<file path="config.mk">
export PLATFORM = sky130hd
export DESIGN_NAME = qupls_regs_expander
export DESIGN_NICKNAME = d
export VERILOG_FILES = /design/src/rtl/qupls_regs_expander_pkg.sv /design/src/rtl/qupls_regs_expander_ffz_lsb.sv /design/src/rtl/qupls_regs_expander.sv
export SDC_FILE = /design/constraint.sdc
export NUM_CORES = 1
export LEC_CHECK = 0
export CORE_ASPECT_RATIO = 1.75
export CORE_MARGIN = 2
export CORE_UTILIZATION = 25
export CTS_BUF_LIST = sky130_fd_sc_hd__clkbuf_2 sky130_fd_sc_hd__clkbuf_4 sky130_fd_sc_hd__clkbuf_8
export CTS_CLUSTER_SIZE = 12
export DETAILED_ROUTE_END_ITERATION = 12
export GPL_TIMING_DRIVEN = 0
export PLACE_DENSITY = 0.49
export SLEW_MARGIN = 20
export SYNTH_ARGS = -nofsm -noshare
export SYNTH_HDL_FRONTEND = slang
export SYNTH_HIERARCHICAL = 1
export SYNTH_SLANG_ARGS = --single-unit
</file>
<file path="constraint.sdc">
create_clock -name clk -period 5.3 [get_ports clk]
set_input_delay 0.53 -clock clk [delete_from_list [all_inputs] [get_ports clk]]
set_output_delay 0.53 -clock clk [all_outputs]
set_load 0.02 [all_outputs]
</file>
<file path="src/rtl/qupls_regs_expander_pkg.sv">
// Shared types for the REGS multi-register load/store expander: the
// instruction word layout, the REGS opcode, and the expander state encoding.
package qupls_regs_expander_pkg;

   localparam int INSTR_W   = 32;
   localparam int OPCODE_W  = 7;
   localparam int REG_W     = 6;
   localparam int OFS_W     = 16;
   localparam int GROUP_W   = 2;
   localparam int FIELD_MASK_W = 16;

   typedef logic [INSTR_W-1:0] instruction_t;

   localparam logic [OPCODE_W-1:0] OP_REGS = 7'h5A;

   // REGS instruction layout, opcode in the low bits:
   // [31:26] base, [25] load, [24:23] group, [22:7] mask, [6:0] opcode
   typedef struct packed {
      logic [REG_W-1:0]        base;
      logic                    load;
      logic [GROUP_W-1:0]      group;
      logic [FIELD_MASK_W-1:0] mask;
      logic [OPCODE_W-1:0]     opcode;
   } regs_instr_t;

   typedef enum logic {
      IDLE = 1'b0,
      RUN  = 1'b1
   } state_t;

endpackage

</file>
<file path="src/rtl/qupls_regs_expander_ffz_lsb.sv">
// Lowest-set-bit finder: returns the index of the least significant 1 in the
// mask and whether any bit is set at all.
module qupls_regs_expander_ffz_lsb #(
   parameter int MASK_W = 16,
   parameter int IDX_W  = (MASK_W > 1) ? $clog2(MASK_W) : 1
) (
   input  logic [MASK_W-1:0] mask,
   output logic [IDX_W-1:0]  index,
   output logic              found
);

   // Scan from the top down so the last hit written is the lowest set bit.
   always_comb begin
      index = '0;
      found = 1'b0;
      for (int i = MASK_W - 1; i >= 0; i--) begin
         if (mask[i]) begin
            index = IDX_W'(i);
            found = 1'b1;
         end
      end
   end

endmodule

</file>
<file path="src/rtl/qupls_regs_expander.sv">
// Expands one REGS instruction (register mask + group + base) into a stream
// of single-register load/store micro-ops, lowest register first, one per
// accepted handshake, with byte offsets advancing by OFS_STEP each micro-op.
module qupls_regs_expander
   import qupls_regs_expander_pkg::*;
#(
   parameter int MASK_W   = 16,
   parameter int OFS_STEP = 8
) (
   input  logic               rst_n,
   input  logic               clk,
   input  logic               flush,
   input  logic               in_valid,
   output logic               in_ready,
   input  instruction_t       instr,
   output logic               uop_valid,
   input  logic               uop_ready,
   output logic [REG_W-1:0]   uop_reg,
   output logic [OFS_W-1:0]   uop_ofs,
   output logic               uop_load,
   output logic [REG_W-1:0]   uop_base,
   output logic               uop_last
);

   localparam int IDX_W = (MASK_W > 1) ? $clog2(MASK_W) : 1;
   localparam int CNT_W = $clog2(MASK_W + 1);

   state_t             state;
   logic [MASK_W-1:0]  mask;
   logic [CNT_W-1:0]   count;
   logic [GROUP_W-1:0] group;
   logic               load;
   logic [REG_W-1:0]   base;

   regs_instr_t        ri;
   logic [MASK_W-1:0]  in_mask;
   logic               is_regs;
   logic               run;
   logic [IDX_W-1:0]   idx;
   logic               found;
   logic [MASK_W-1:0]  mask_clr;
   logic               last_one;
   logic [31:0]        ofs_full;
   logic [REG_W-1:0]   reg_sel;

   assign ri      = regs_instr_t'(instr);
   assign in_mask = MASK_W'(ri.mask);
   assign is_regs = (ri.opcode == OP_REGS);
   assign run     = (state == RUN);

   qupls_regs_expander_ffz_lsb #(
      .MASK_W (MASK_W),
      .IDX_W  (IDX_W)
   ) u_ffz (
      .mask  (mask),
      .index (idx),
      .found (found)
   );

   // Dropping the lowest set bit: x & (x-1).
   assign mask_clr = mask & (mask - MASK_W'(1));
   assign last_one = found && (mask_clr == '0);

   // Offset wraps at 16 bits; register number is group*16 + bit index.
   assign ofs_full = 32'(count) * 32'(OFS_STEP);
   assign reg_sel  = REG_W'({group, 4'b0000}) + REG_W'(idx);

   // Outputs decode registered state only; data fields are forced to zero in IDLE.
   always_comb begin
      in_ready  = !run;
      uop_valid = run;
      uop_reg   = run ? reg_sel : '0;
      uop_ofs   = run ? ofs_full[OFS_W-1:0] : '0;
      uop_load  = run ? load : 1'b0;
      uop_base  = run ? base : '0;
      uop_last  = run && last_one;
   end

   // Sequencer: flush beats everything, IDLE latches a non-empty REGS
   // instruction, RUN retires one mask bit per completed handshake.
   always_ff @(posedge clk or negedge rst_n) begin
      if (!rst_n) begin
         state <= IDLE;
         mask  <= '0;
         count <= '0;
         group <= '0;
         load  <= 1'b0;
         base  <= '0;
      end else if (flush) begin
         state <= IDLE;
         mask  <= '0;
      end else begin
         case (state)
            IDLE: begin
               if (in_valid && is_regs && (in_mask != '0)) begin
                  mask  <= in_mask;
                  group <= ri.group;
                  load  <= ri.load;
                  base  <= ri.base;
                  count <= '0;
                  state <= RUN;
               end
            end
            RUN: begin
               if (uop_ready) begin
                  mask  <= mask_clr;
                  count <= count + CNT_W'(1);
                  if (last_one) begin
                     state <= IDLE;
                  end
               end
            end
            default: state <= IDLE;
         endcase
      end
   end

endmodule

</file>
==> results.py, run 1 <==
metrics = {
    "pwr": {
        "clockPowerShare_pct": 41.5,
        "p_sw_uw": 120.9,
        "ir_drop_uv": 74.84,
        "p_int_uw": 400.1,
        "power_leakage_uw": 0.001213,
        "powerDensity_nw_per_um2": 181.9,
        "p_sw_share_pct": 23.21,
        "power_frac_seq_pct": 46.6,
        "power_uw": 521.0,
        "p_comb_share_pct": 11.9,
    },
    "logic_synthesis": {
        "yosys-top-cells-count": "dfrtp_1, nand2_1, nor2_1",
        "ys_seq_area_share_pct": 38.32,
        "yosysWarnings": 6,
        "synthDistinctLibCells": 45,
        "synth_cells": 238,
        "syn_area_um2": 2024,
        "ys_ff_latch": 31,
        "async_flop_share_pct": 100.0,
        "synth_most_common_cell": "dfrtp_1",
        "avgSynthCellArea_um2": 8.506,
        "ys_top_cells_by_area": "dfrtp_1, and2_1, a21oi_1",
        "synth_top_area_share_pct": 38.32,
        "synth_edf_count": 0,
        "yosys.area.top_type": "dfrtp_1",
        "synth-main-ff-cell": "dfrtp_1",
    },
    "sta": {
        "finalHoldViolCount": 0,
        "maxSlewHeadroom_pct": 52.44,
        "period_share_pct": 67.98,
        "hold_slack_ns": 0.03166,
        "timing.final.crit_period_ns": 3.603,
        "worstMarginPinSlew_ns": 0.7069,
        "max_freq_mhz": 277.5,
        "rsz0062_at_grt": "no",
        "setup_viol": 0,
        "fin_skew_ns": 0.005927,
        "setup_slack_ns": 1.697,
        "drv_slew": 0,
        "final.setup.tns_ns": 0,
    },
    "worst_setup_path": {
        "crit_path_end_kind": "output pin",
        "required_ns": 4.77,
        "start_kind": "flip-flop",
        "crit_type": "flip-flop to output pin",
        "crit_arrival_ns": 3.07,
        "cp_max_fo": 6,
    },
    "placement": {
        "dpl.hpwl_um": 4634,
        "io_buffers": 57,
        "dp_slack_ns": 1.990,
        "gp_congestion": 0.8035,
    },
    "cts": {
        "numCtsBuffers": 5,
        "clk_path_buf_depth": 2,
        "ctsHoldBuffers": 0,
        "path_clk_slew_ns": 0.07,
        "cts_sinks": 31,
        "cts_tree": "done",
        "clk-insertion-delay-late_ns": 0.30,
        "cts_max_level": 2,
        "ctsResizeCount": 0,
        "post-cts-setup-buffer-count": 0,
        "cts_root_buffer": "clkbuf_8",
    },
    "finish": {
        "multi_input_area_um2": 1161,
        "drive_gt1_share_pct": 13.06,
        "postLayoutCoreUtil_pct": 36.21,
        "regArea_um2": 775.7,
        "num-fill-cells": 838,
        "num_antenna_cells": 0,
        "nNetsFinal": 351,
        "syn_to_final_growth_pct": 41.47,
    },
    "floorplan": {
        "die_x_um": 72.03,
        "design.core.area_um2": 7909,
        "top_level_ports": 69,
        "fp-row-count": 43,
        "dieHeight_um": 123.0,
        "start_util_pct": 25.60,
        "die-area_um2": 8862,
    },
    "global_routing": {
        "grt_pass1_wl_um": 9660,
        "grt_max_degree": 30,
        "grt_antenna_before_repair": 0,
        "gr-max-usage-layer": "met2",
        "grtUsageMet2_pct": 27.03,
        "grt_use_total_pct": 14.47,
        "met1_usage_pct": 15.12,
        "grt_pass1_vias": 1968,
        "met3_usage_pct": 2.852,
        "overflow": 0,
    },
    "flow_run": {
        "max_cap_viol_count": 0,
    },
    "drt": {
        "dr_total_vias": 1966,
        "routed_via_density": 4.866,
        "detail-route-antenna-nets": 0,
        "dr.pass1.iters": 4,
        "wl_um": 5838,
        "drtIter0Drc": 104,
        "wire_per_inst_um": 14.45,
        "drc": 0,
    },
    "outcome": {
        "status": "finished, final reports clean",
    },
    "hold_path": {
        "min_path_type": "input pin to asynchronous set/reset pin",
    },
}
[per-stage QoR]
stage,instance area [µm²],std cells
finish,2864,404
global route,2864,404
CTS,2864,404
detailed placement,2760,396
global placement,2745,395
floorplan,2062,248
[worst max-delay path: stages, from the launching register on]
cell	delay (ns)
dfrtp_1	0.46
nor4_4	0.46
nand2_2	0.15
nor4_4	0.28
nand4b_2	0.16
a2111oi_2	0.45
and2_1	0.18
clkdlybuf4s50_1	0.62
[cells in the final DEF (no fill, tap or decap), types with 2 or more instances in the layout]
| cell | instances |
|---|---|
| a21oi_1 | 23 |
| a31oi_1 | 2 |
| and2_1 | 21 |
| and3_1 | 3 |
| buf_2 | 2 |
| buf_4 | 11 |
| clkbuf_1 | 6 |
| clkbuf_8 | 7 |
| clkdlybuf4s50_1 | 56 |
| conb_1 | 11 |
| dfrtp_1 | 31 |
| inv_1 | 4 |
| mux2_2 | 10 |
| nand2_1 | 28 |
| nand3_1 | 5 |
| nand4_1 | 4 |
| nor2_1 | 26 |
| nor3_1 | 8 |
| nor4_1 | 7 |
| nor4_2 | 2 |
| nor4_4 | 2 |
| o211ai_1 | 2 |
| o21ai_0 | 13 |
| o311ai_0 | 2 |
| o31ai_1 | 2 |
| xor2_1 | 3 |
[final timing paths]
path	startpoint	slack (ns)	endpoint	cells after the start
setup / recovery	mask[2]	1.70	uop_last	7
hold / removal	rst_n	0.03	base[1]	1
setup reg to reg	mask[2]	3.03	uop_valid	6
hold reg to reg	base[3]	0.50	base[3]	1
max in group asynchronous	rst_n	4.91	mask[11]	2
min in group clk	base[3]	0.50	base[3]	1
[routing by layer]
metal | part of all wire [%] | vias up
li1 | - | 987
met1 | 37 | 911
met2 | 55 | 55
met3 | 4.2 | 13
met4 | 3.2 | 0
met5 | 0 | -
[logic make-up (layout without fill, tap and decap cells)]
family / Yosys count / count (layout) / share of synthesized area (%)
other: 1 / 11 / 0.1852
adders and majority gates: 1 / 1 / 0.6179
xor gates and xnor gates: 3 / 3 / 1.298
buffers and inverters: 22 / 88 / 6.180
and+or+nand+nor: 118 / 118 / 32.32
AOI/OAI and AO/OA: 52 / 52 / 15.51
DFF: 31 / 31 / 38.32
muxes: 10 / 10 / 5.563
[final cells by class]
cell class,count,share of cell area [%]
clock buffer,8,3.626
tap,90,3.932
sequential,31,27.09
buffer,18,3.844
multi-input combinational,195,40.54
inverter,4,0.5242
timing repair buffer,58,20.45
[flip-flops by register name, indices dropped and copies added, names as in the netlist]
| signal | flops |
|---|---|
| group | 2 |
| load | 1 |
| uop_valid | 1 |
| base | 6 |
| count | 5 |
| mask | 16 |
[power groups by stage]
stage / clock (µW) / sequential, µW / combinational, µW
floorplan: 0 / 247 / 23.6
global placement: 0 / 247 / 60.8
detailed placement: 0 / 247 / 62.7
CTS: 227 / 243 / 62.8
global route: 235 / 243 / 67.8
finish: 216 / 243 / 61.9
(Power assumes the default switching activity.)
==> run 2, diff against run 1 <==
--- a/config.mk
+++ b/config.mk
@@ -12,7 +12,7 @@
 export CTS_CLUSTER_SIZE = 12
 export DETAILED_ROUTE_END_ITERATION = 12
 export GPL_TIMING_DRIVEN = 0
-export PLACE_DENSITY = 0.49
+export PLACE_DENSITY = 0.51
 export SLEW_MARGIN = 20
 export SYNTH_ARGS = -nofsm -noshare
 export SYNTH_HDL_FRONTEND = slang
==> constraint.sdc (replaced) <==
create_clock -name clk -period 3.2 [get_ports clk]
set_input_delay 0.32 -clock clk [delete_from_list [all_inputs] [get_ports clk]]
set_output_delay 0.32 -clock clk [all_outputs]
set_load 0.02 [all_outputs]
==> results.py, run 2 (synthesized netlist as in run 1, its figures left out) <==
metrics = {
    "worst_setup_path": {
        "start_kind": "flip-flop",
        "cp_max_fo": 6,
        "crit_type": "flip-flop to output pin",
        "required_ns": 2.88,
        "crit_arrival_ns": 2.68,
        "crit_path_end_kind": "output pin",
        "rrSetupSlack_ns": 0.99,
    },
    "drt": {
        "drtIter0Drc": 70,
        "wire_per_inst_um": 14.27,
        "dr.pass1.iters": 4,
        "routed_via_density": 4.919,
        "drc": 0,
        "detail-route-antenna-nets": 0,
        "wl_um": 5807,
        "dr_total_vias": 2002,
    },
    "sta": {
        "maxSlewHeadroom_pct": 49.64,
        "rsz0062_at_grt": "no",
        "fin_skew_ns": 0.008452,
        "finalHoldViolCount": 0,
        "hold_slack_ns": 0.4867,
        "final.setup.tns_ns": 0,
        "worstMarginPinSlew_ns": 0.7485,
        "setup_viol": 0,
        "drv_slew": 0,
        "max_freq_mhz": 333.6,
        "period_share_pct": 93.69,
        "timing.final.crit_period_ns": 2.998,
    },
    "placement": {
        "dpl.hpwl_um": 4659,
        "io_buffers": 57,
        "gp_congestion": 0.8025,
    },
    "finish": {
        "top_register": "mask",
        "final_cell_mix": "clkdlybuf4s50_1, dfrtp_1, nand2_1",
        "multi_input_area_um2": 1174,
        "final_common_cell": "clkdlybuf4s50_1",
        "regArea_um2": 775.7,
        "syn_to_final_growth_pct": 44.31,
        "num_antenna_cells": 0,
        "drive_gt1_share_pct": 13.56,
        "biggestRegsByFlops": "mask (16), base (6), count (5)",
        "nNetsFinal": 354,
        "largest_register_ffs": 16,
        "num-fill-cells": 848,
    },
    "pwr": {
        "ir_drop_uv": 143.5,
        "powerDensity_nw_per_um2": 312.6,
        "power_leakage_uw": 0.001240,
    },
    "global_routing": {
        "overflow": 0,
        "grt_antenna_before_repair": 0,
        "grt_use_total_pct": 14.07,
        "grt_max_degree": 19,
        "grt_pass1_wl_um": 9749,
        "grt_pass1_vias": 1986,
    },
    "cts": {
        "cts_max_level": 2,
        "cts_root_buffer": "clkbuf_8",
        "clk-insertion-delay-late_ns": 0.29,
        "numCtsBuffers": 5,
        "clk_path_buf_depth": 2,
        "cts_sinks": 31,
        "cts_tree": "done",
        "path_clk_slew_ns": 0.07,
    },
    "floorplan": {
        "dieHeight_um": 123.0,
        "fp-row-count": 43,
        "die_x_um": 72.03,
        "start_util_pct": 25.60,
        "top_level_ports": 69,
        "design.core.area_um2": 7909,
        "die-area_um2": 8862,
    },
    "hold_path": {
        "min_path_type": "input pin to asynchronous set/reset pin",
    },
    "flow_run": {
        "max_cap_viol_count": 0,
    },
    "outcome": {
        "status": "finished, final reports clean",
    },
}
## run 2: final timing paths
kind | endpoint | cells past startpoint | startpoint
setup / recovery | uop_last | 7 | mask[2]
hold / removal | mask[0] | 2 | rst_n
setup reg to reg | group[0] | 4 | uop_valid
hold reg to reg | base[5] | 1 | base[5]
max in group asynchronous | base[5] | 3 | rst_n
min in group clk | base[5] | 1 | base[5]
## run 2: worst max-delay path, cell delays in order, from the launching register on
cell           delay, ns
dfrtp_1             0.48
nor4_4              0.38
nand2_2             0.14
nor4_4              0.26
nand4b_2            0.18
a2111oi_4           0.42
and2_1              0.19
dlygate4sd2_1       0.33
## run 2: per-layer routing
metal / up-vias / routed length [µm] / track usage (%)
met5: - / 0 / 0
met4: 0 / 84 / 5.071
met3: 6 / 254 / 1.874
met2: 58 / 3344 / 27.55
met1: 948 / 2124 / 14.88
li1: 990 / - / -
## run 2: final cells by class
class	count	area share (%)
Clock buffer	6	2.827
Inverter	4	0.5139
Buffer	18	3.769
Multi-Input combinational cell	195	40.17
Clock inverter	2	1.199
Tap cell	90	3.854
Timing Repair Buffer	61	21.11
Sequential cell	31	26.55
## run 2: stage by stage
step	power, µW	instances	instance area, µm²	util, %	setup WS (ns)
after CTS	927.2	407	2922	36.94	0.1938
final	913.4	407	2922	36.94	0.2021
after detailed placement	514.1	396	2768	34.99	0.08727
after floorplan	447.9	248	2062	-	0.8810
after global routing	950.6	407	2922	36.94	0.008067
after global placement	509.6	395	2745	34.71	0.1066
## run 2: power by group
group	internal, µW	switching (µW)
combinational	61.7	43.3
clock	252	154
sequential	398	3.93
## run 2: repair_timing
action                                 4_1_cts  5_1_grt
setup buffers                                2        0
gates resized for setup                      2        0
setup endpoints to repair                    1        0
endpoints found under the hold margin       13        0
hold buffers                                 1        0
==> run 3, diff against run 2 <==
--- a/config.mk
+++ b/config.mk
@@ -11,6 +11,7 @@
 export CTS_BUF_LIST = sky130_fd_sc_hd__clkbuf_2 sky130_fd_sc_hd__clkbuf_4 sky130_fd_sc_hd__clkbuf_8
 export CTS_CLUSTER_SIZE = 12
 export DETAILED_ROUTE_END_ITERATION = 12
+export GPL_ROUTABILITY_DRIVEN = 0
 export GPL_TIMING_DRIVEN = 0
 export PLACE_DENSITY = 0.51
 export SLEW_MARGIN = 20
==> constraint.sdc (replaced) <==
create_clock -name clk -period 2.49 [get_ports clk]
set_input_delay 0.249 -clock clk [delete_from_list [all_inputs] [get_ports clk]]
set_output_delay 0.249 -clock clk [all_outputs]
set_load 0.02 [all_outputs]
==> results.py, run 3 (synthesized netlist as in run 1, its figures left out) <==
metrics = {
    "placement": {
        "io_buffers": 57,
        "dpl.hpwl_um": 4659,
        "dpl.cell_count": 396,
        "dp_slack_ns": -0.5517,
    },
    "global_routing": {
        "grt_max_degree": 19,
        "grt_use_total_pct": 14.16,
        "grt_pass1_vias": 2033,
        "grt_pass1_wl_um": 9839,
        "overflow": 0,
        "grt_antenna_before_repair": 0,
    },
    "drt": {
        "dr_total_vias": 2042,
        "dr.pass1.iters": 4,
        "routed_via_density": 4.980,
        "detail-route-antenna-nets": 0,
        "wire_per_inst_um": 14.46,
        "drtIter0Drc": 82,
        "drc": 0,
        "wl_um": 5928,
    },
    "floorplan": {
        "die_x_um": 72.03,
        "top_level_ports": 69,
        "start_util_pct": 25.60,
        "design.core.area_um2": 7909,
        "dieHeight_um": 123.0,
        "die-area_um2": 8862,
        "fp-row-count": 43,
    },
    "cts": {
        "clk_path_buf_depth": 2,
        "clk-insertion-delay-late_ns": 0.29,
        "path_clk_slew_ns": 0.07,
        "numCtsBuffers": 5,
        "cts_sinks": 31,
        "cts_tree": "done",
        "cts_max_level": 2,
        "cts_root_buffer": "clkbuf_8",
    },
    "pwr": {
        "powerDensity_nw_per_um2": 396.4,
        "ir_drop_uv": 184.6,
        "p_comb_share_pct": 11.5,
        "p_int_uw": 915.0,
        "power_leakage_uw": 0.001251,
        "p_sw_uw": 259.4,
        "power_frac_seq_pct": 44.0,
        "power_uw": 1174,
        "p_sw_share_pct": 22.09,
        "clockPowerShare_pct": 44.5,
    },
    "finish": {
        "num-fill-cells": 840,
        "top_register": "mask",
        "num_antenna_cells": 0,
        "final_cell_mix": "clkdlybuf4s50_1, nand2_1, dfrtp_1",
        "fin_cells": 410,
        "syn_to_final_growth_pct": 46.35,
        "biggestRegsByFlops": "mask (16), base (6), count (5)",
        "drive_gt1_share_pct": 16.25,
        "final_common_cell": "clkdlybuf4s50_1",
        "nNetsFinal": 357,
        "largest_register_ffs": 16,
    },
    "worst_setup_path": {
        "start_kind": "flip-flop",
        "crit_arrival_ns": 2.31,
        "crit_type": "flip-flop to output pin",
        "crit_path_end_kind": "output pin",
        "cp_max_fo": 4,
        "required_ns": 2.24,
    },
    "sta": {
        "finalHoldViolCount": 0,
        "setup_slack_ns": -0.06631,
        "setup_viol": 10,
        "period_share_pct": 102.7,
        "final.setup.tns_ns": -0.1767,
        "rsz0062_at_grt": "yes",
        "drv_slew": 0,
        "max_freq_mhz": 391.2,
        "worstMarginPinSlew_ns": 0.7489,
        "fin_skew_ns": 0.008353,
        "timing.final.crit_period_ns": 2.556,
        "maxSlewHeadroom_pct": 49.61,
    },
    "hold_path": {
        "min_path_type": "input pin to asynchronous set/reset pin",
    },
    "outcome": {
        "status": "finished, violations left",
        "violations": "setup timing",
    },
    "flow_run": {
        "max_cap_viol_count": 0,
    },
}
-- run 3: path summary, 6_finish.rpt --
kind	slack, ns	end	cells past startpoint	startpoint
min in group clk	0.50	base[5]	1	base[5]
max	-0.07	uop_last	7	mask[2]
min	0.42	mask[0]	2	rst_n
min reg2reg	0.50	base[5]	1	base[5]
max reg2reg	0.25	group[0]	4	uop_valid
max in group asynchronous	1.65	base[5]	3	rst_n
-- run 3: power by group through the flow --
stage / clock (µW) / combinational (µW) / sequential (µW)
final: 522 / 135 / 517
after global routing: 556 / 148 / 518
after CTS: 538 / 137 / 517
after detailed placement: 0 / 134 / 527
after global placement: 0 / 129 / 526
after floorplan: 0 / 50.3 / 525
-- run 3: critical path, stage by stage, from the launching register on --
cell       delay, ns
dfrtp_2         0.43
nor4_4          0.34
nand4b_1        0.25
o21ai_0         0.24
nand3_1         0.16
a2111oi_4       0.27
and2_4          0.22
buf_6           0.11
-- run 3: layout make-up --
type	count	area, µm²	area share, %
tap	90	112.6	3.801
clock buffer	6	82.58	2.787
timing repair buffer	64	641.9	21.66
sequential	31	780.7	26.35
multi-input combinational	195	1185	39.99
buffer	18	110.1	3.716
inverter	4	15.01	0.5068
clock inverter	2	35.03	1.182
-- run 3: repair_timing --
| action | 4_1_cts | 5_1_grt |
|---|---|---|
| setup endpoints to repair | 9 | 19 |
| endpoints found under the hold margin | 13 | 0 |
| hold buffers | 1 | 0 |
| pin swaps | 5 | 1 |
| gates cloned | 0 | 0 |
| buffers inserted | 5 | 0 |
| gates resized for setup | 12 | 2 |
-- run 3: stage by stage --
stage | utilization (%) | instance area, µm² | hold slack (ns)
2_1_floorplan | - | 2062 | -0.04659
3_3_place_gp | 34.71 | 2745 | 0.4806
3_5_place_dp | 34.99 | 2768 | 0.1869
4_1_cts | 37.45 | 2962 | 0.4222
5_1_grt | 37.46 | 2963 | 0.4684
6_report | 37.46 | 2963 | 0.4162
-- run 3: per-layer routing --
metal	vias up	part of all wire [%]	track usage (%)
met5	-	0	0
met4	0	1.4	5.071
met3	5	5.5	1.874
met2	78	58	27.95
met1	963	35	14.78
li1	996	-	-
